[src/rtl/matrix_skew_feeder.sv]
// Skews K operand vectors onto N systolic-array edge lanes; lane i lags acceptance by i+1 cycles.
// Define MATRIX_FEED_LANE_VALID_EN to add the per-lane Lane_Valid output.
module matrix_skew_feeder #(
  parameter int N = 4,
  parameter int W = 32,
  parameter int K = 4
) (
  input  logic           Clk,
  input  logic           Reset,
  input  logic           Start,
  input  logic           In_Valid,
  input  logic [N*W-1:0] In_Data,
  output logic           In_Ready,
  output logic [N*W-1:0] Feed_Data,
  output logic           PE_Clear,
  output logic           Busy,
  output logic           Done
`ifdef MATRIX_FEED_LANE_VALID_EN
  ,
  output logic [N-1:0]   Lane_Valid
`endif
);

  // state  | meaning
  // IDLE   | waiting for Start; lanes shift zeros
  // STREAM | In_Ready high, accepting K vectors (bubbles shift zeros)
  // DRAIN  | shifting zeros for 2N-1 cycles until the last product reaches PE(N-1,N-1)
  // DONE   | one-cycle Done pulse
  typedef enum logic [1:0] {IDLE, STREAM, DRAIN, DONE} state_t;

  localparam int ACC_W = (K > 1) ? $clog2(K) : 1;
  localparam int DR_W  = $clog2(2 * N);
  localparam logic [ACC_W-1:0] ACC_LAST = ACC_W'(K - 1);
  localparam logic [DR_W-1:0]  DR_LOAD  = DR_W'(2 * N - 2);

  state_t            state, state_nxt;
  logic [ACC_W-1:0]  acc_cnt;
  logic [DR_W-1:0]   drain_cnt;
  logic              start_go;
  logic              accept;
  logic              last_accept;

  assign start_go    = (state == IDLE) && Start;
  assign accept      = In_Valid && In_Ready;
  assign last_accept = accept && (acc_cnt == ACC_LAST);

  always_ff @(posedge Clk or posedge Reset) begin
    if (Reset) begin
      state <= IDLE;
    end else begin
      state <= state_nxt;
    end
  end

  always_comb begin
    state_nxt = state;
    In_Ready  = 1'b0;
    Busy      = 1'b0;
    Done      = 1'b0;
    case (state)
      IDLE: begin
        if (Start) state_nxt = STREAM;
      end
      STREAM: begin
        In_Ready = 1'b1;
        Busy     = 1'b1;
        if (In_Valid && (acc_cnt == ACC_LAST)) state_nxt = DRAIN;
      end
      DRAIN: begin
        Busy = 1'b1;
        if (drain_cnt == '0) state_nxt = DONE;
      end
      DONE: begin
        Done      = 1'b1;
        state_nxt = IDLE;
      end
      default: state_nxt = IDLE;
    endcase
  end

  // Accept counter counts up to K-1; drain timer is a down-counter loaded on the last accept.
  always_ff @(posedge Clk or posedge Reset) begin
    if (Reset) begin
      acc_cnt   <= '0;
      drain_cnt <= '0;
      PE_Clear  <= 1'b0;
    end else begin
      PE_Clear <= start_go;
      if (start_go || last_accept) begin
        acc_cnt <= '0;
      end else if (accept) begin
        acc_cnt <= acc_cnt + ACC_W'(1);
      end
      if (start_go) begin
        drain_cnt <= '0;
      end else if (last_accept) begin
        drain_cnt <= DR_LOAD;
      end else if ((state == DRAIN) && (drain_cnt != '0)) begin
        drain_cnt <= drain_cnt - DR_W'(1);
      end
    end
  end

  for (genvar i = 0; i < N; i++) begin : g_lane
    logic [W-1:0] chain [i+1];

    always_ff @(posedge Clk or posedge Reset) begin
      if (Reset) begin
        for (int j = 0; j <= i; j++) chain[j] <= '0;
      end else if (start_go) begin
        for (int j = 0; j <= i; j++) chain[j] <= '0;
      end else begin
        chain[0] <= accept ? In_Data[i*W +: W] : '0;
        for (int j = 1; j <= i; j++) chain[j] <= chain[j-1];
      end
    end

    assign Feed_Data[i*W +: W] = chain[i];

`ifdef MATRIX_FEED_LANE_VALID_EN
    logic [i:0] vld;

    always_ff @(posedge Clk or posedge Reset) begin
      if (Reset) begin
        vld <= '0;
      end else if (start_go) begin
        vld <= '0;
      end else begin
        vld[0] <= accept;
        for (int j = 1; j <= i; j++) vld[j] <= vld[j-1];
      end
    end

    assign Lane_Valid[i] = vld[i];
`endif
  end

endmodule
[config.mk]
export PLATFORM = sky130hd
export DESIGN_NAME = matrix_skew_feeder
export DESIGN_NICKNAME = d
export VERILOG_FILES = /design/src/rtl/matrix_skew_feeder.sv
export SDC_FILE = /design/constraint.sdc
export NUM_CORES = 1
export LEC_CHECK = 0
export BUFFER_PORTS_ARGS = -buffer_cell sky130_fd_sc_hd__buf_2
export CAP_MARGIN = 20
export CORE_ASPECT_RATIO = 1.25
export CORE_MARGIN = 8
export CORE_UTILIZATION = 29
export CTS_BUF_LIST = sky130_fd_sc_hd__clkbuf_4
export DETAILED_ROUTE_END_ITERATION = 16
export PLACE_DENSITY = 0.51
export SLEW_MARGIN = 20
export SYNTH_ARGS = -nofsm -noshare
export SYNTH_HDL_FRONTEND = slang
export SYNTH_SLANG_ARGS = --single-unit
[constraint.sdc]
create_clock -name Clk -period 10.7 [get_ports Clk]
set_clock_uncertainty 0.05 [all_clocks]
set_input_delay 1.605 -clock Clk [delete_from_list [all_inputs] [get_ports Clk]]
set_output_delay 1.605 -clock Clk [all_outputs]
set_load 0.03 [all_outputs]
* After elaboration in Yosys (flattened, before gate mapping)
Cells that the tools add are included.
Widths: inputs -> output; s select.
** Operators by class
- Reductions and logical operators :: 13
- Bitwise operators :: 0
- Multiplexer cells :: 20
- $mul :: 0
- Shift-type cells :: 0
- $add $sub $neg :: 2
- $lt $le $gt $ge :: 0
- Divide/modulo/power cells :: 0
- Eq/ne operators :: 7
** Operators with widths (number)
- $mux 32 :: 5
- $mux 128 :: 1
- $mux 96 :: 1
- $mux 64 :: 1
- $mux 2 :: 5
- $mux 3 :: 3
- $pmux 2 s4 :: 1
- $eq 2x2->1 const B :: 3
- $ne 2x2->1 const B :: 3
- $reduce_bool 3->1 :: 2
- $logic_and 1x1->1 :: 5
- $logic_not 3->1 :: 1
- $mux 1 :: 3
- $reduce_and 3->1 :: 1
- $sub 3x1->3 const B :: 1
- $add 2x1->2 const B :: 1
- $eq 2x1->1 const B :: 1
- $logic_not 2->1 :: 1
- $reduce_bool 2->1 :: 1
- $reduce_or 2->1 :: 1
- $logic_or 1x1->1 :: 1
** Word-level totals
- Memory bits (read-only) :: 0
- RAM bits :: 0
- Word-level logic and storage cells :: 56
- Register bits after elaboration :: 328
- Input port bits :: 132
- Memories kept :: 0
- Output and inout port bits :: 132
- Bits in latches :: 0

* Logic depth before layout (Yosys ltp)
- Depth after elaboration :: 6
- Gate-level depth with buffers :: 8
- Mapped depth without buffers :: 6

* Worst setup path before layout
Ideal clock, no wire load.
- Path type :: register to output
- From :: reg state[1]
- To :: out In_Ready
- Cell stages (with the launch flop) :: 3
- Required time :: 9.045 ns
- Path buffers :: 0
- Slack :: 8.170 ns
- Arrival :: 0.875 ns
- Path through :: dfrtp_1 inv_1 ha_1
** Between the ends
- Cells in the longest elaborated chain, start to end :: 2
** RTL lines
- start, declared :: line 36 : state_t state, state_nxt;
- start signal, assigned :: line 51 : state <= state_nxt;
- $eq 2x1->1 :: line 60 : case (state)
- $mux 1 :: line 60
- end, declared :: line 13 : output logic In_Ready,
Every way passes these cells.

* Worst setup path after layout
- From :: in Start
- To :: reg g_lane[2].chain[95] in the netlist's numbering
** Between the ends
- Cells in the longest elaborated chain, start to end :: 2
** RTL lines
- start, declared :: line 10 : input logic Start,
- $logic_and 1x1->1 :: line 43 : assign start_go = (state == IDLE) && Start;
- net start_go :: line 39 : logic start_go;
- $mux 96 :: line 110 : end else if (start_go) begin
- end, declared :: line 105 : logic [W-1:0] chain [i+1];
The timed path passes the listed nets, and every way through them passes these cells.
A chain may end at the register's enable or synchronous reset.

==> metrics.yaml <==
status: "complete, no violations"
most-common-layout-cells: "dfrtp_1 (328), and2_1 (320), buf_2 (263)"
cts.path.max_buffers: 3
power_per_cell_area_mw_per_mm2: 224
required_time_at_the_worst_slack_endpoint_ns: 11.26
ctsHoldBuffers: 0
setup.worst_path.end_class: "flip-flop"
ant_nets: 0
post_synth_num_cell_types: 23
path_buf_inv: 3
clk_pin_slew_ns: 0.06
unrepaired_setup_endpoints_after_global_routing: "false"
detailedPlacementHpwl_um: 14400
wire_length_of_the_first_global_routing_pass_um: 35200
cp_cell_sequence: "buf_2 -> nand2_4 -> inv_2 -> nor2_4 -> buf_4 -> and2_1"
die_y_um: 238
pin_count_of_the_biggest_net_entering_global_routing: 169
multiInputGateArea_mm2: 0.00227
tritoncts.num_buffers: 87
row_count: 81
worst_slew_pin_slew_ns: 0.957
post-route-period-util: 0.319
p_switching_mw: 0.885
grt.total_usage: 0.0964
report.power.total_mw: 3.04
reg2reg_from: "state[0]"
die_area_mm2: 0.0461
clock_latency_ns: 0.71
synthesis.area_mm2: 0.0114
gp_congestion: 0.708
ff2ff_setup_slack_ns: 7.57
startpoint_type: "input pin"
cts_resized: 0
cts.htree.levels: 3
post-route-drc-count: 0
pwr-share-comb: 0.180
max_cap_violations: 0
synthesis.instances: 817
kind_of_cell_adding_the_most_delay_to_the_critical_path: "simple AND/OR/NAND/NOR gates"
tritoncts: "done"
first_iter_violations: 192
first_global_vias: 6619
initial_core_util: 0.293
min_tclk_post_route_ns: 3.41
hold_slack_ns: 0.363
critical_path.max_stage_delay_ns: 0.72
nFillCells: 3942
initial_antenna_violation_count: 5
startpoint: "Start"
timing.fmax_mhz: 293
mostFrequentLayoutCell: "dfrtp_1"
viasPerCell: 3.77
design.final.nets: 1183
power.share.sequential: 0.477
internal_power_mw: 2.15
io_pins: 264
critical_path.slowest_cell: "buf_4"
final-setup-viol-count: 0
area_growth_syn_to_layout_pct: 18.6
cts_sinks: 328
critPathKind: "in -> reg"
chipWidth_um: 194
mappedNetlistNets: 957
globalRoute.totalOverflow: 0
drt-wirelength-per-cell_um: 13.7
p_sw_frac: 0.291
worst_ep_arrival_time_ns: 3.98
yosysWarnings: 0
numPortBuffers: 263
sequential_cell_area_fraction_in_the_yosys_report: 0.717
sequential_cell_area_mm2: 0.00821
route.vias.total: 6044
ir_drop_mv: 0.0852
final_hold_viol_count: 0
crit_fanout: 103
post_cts.repair.setup_buffers: 0
finalWirelength_um: 21900
tns_ns: 0
hold_class: "reg -> reg"
syn-mean-instance-area_um2: 14.0
post_route_cells_drive_above_1_share: 0.365
timing.hold.worst.start: "g_lane[3].chain[44]"
postSynthRegisterBits: 328
fp.coreArea_mm2: 0.0390
firstDrtPassIters: 4
power.clock.fraction: 0.343
cts_root_buf: "clkbuf_4"
power.static_leakage_nw: 7.53
worst_slew_margin_rel: 0.362
timing.final.max_slew_violations: 0
-- cells in the mapped netlist (all sizes together) --
master | number | share of area
ha | 8 | 0.0087
nand3 | 1 | 0.00044
a221oi | 1 | 0.0013
xnor2 | 1 | 0.00077
buf | 112 | 0.077
nand4b | 1 | 0.00077
mux2i | 2 | 0.0017
dfrtp | 328 | 0.72
a21oi | 3 | 0.0013
inv | 8 | 0.0026
mux2 | 3 | 0.0030
nor2 | 4 | 0.0015
nand2 | 4 | 0.0015
clkbuf | 19 | 0.0062
and2b | 1 | 0.00066
and2 | 320 | 0.17
and3 | 1 | 0.00055
-- stage by stage --
step           setup WS [ns]  cells  cell area, µm²   util
2_1_floorplan           4.67    817           11500      -
3_3_place_gp            6.51   1452           12500  0.320
3_5_place_dp            6.42   1452           12500  0.320
4_1_cts                 7.17   1600           13600  0.348
5_1_grt                 7.00   1601           13600  0.348
6_report                7.29   1604           13600  0.348
-- metal layers --
layer	share of wire	GRT usage
met1	0.36	0.0969
met2	0.51	0.158
met3	0.11	0.0534
met4	0.024	0.0544
met5	0.00059	0
-- final timing paths --
path,to,cells after the start
max,g_lane[2].chain[95],6
min in group asynchronous,Feed_Data[104],2
max reg2reg,g_lane[2].chain[95],7
max in group asynchronous,Feed_Data[40],4
min,Feed_Data[108],1
min reg2reg,Feed_Data[108],1
-- sequential cells by signal, summed over array words and instances (netlist names) --
signal	count
g_lane.chain	224
Feed_Data	96
drain_cnt	3
acc_cnt	2
state	2
PE_Clear	1
-- kinds of logic after synthesis --
kind of cell	Yosys count	share of synthesized area
flops	328	0.717
compound gates	4	0.00262
mux	5	0.00470
fa+ha+maj	8	0.00874
buf+inv	139	0.0859
xor+xnor	1	0.000765
simple gates	332	0.180
-- power groups by stage --
stage | sequential, mW | clock [mW] | combinational [mW]
after floorplan | 1.50 | 0 | 0.450
after global placement | 1.47 | 0 | 0.557
after detailed placement | 1.47 | 0 | 0.566
after CTS | 1.45 | 1.11 | 0.567
after global routing | 1.47 | 1.18 | 0.609
final | 1.45 | 1.04 | 0.546
-- worst register-to-register path: stages, from the launching register on --
cell	delay, ns
dfrtp_1	0.37
inv_1	0.10
ha_1	0.26
nand2_4	0.60
inv_2	0.24
nor2_4	0.43
buf_4	0.72
and2_1	0.29
-- layout make-up --
type,instances,share of cell area
sequential,328,0.605
multi-input combinational,350,0.167
timing repair buffer,268,0.101
clock buffer,119,0.0658
tap,498,0.0459
clock inverter,29,0.0127
inverter,8,0.00249
antenna,4,0.000737
(Power assumes the default switching activity.)
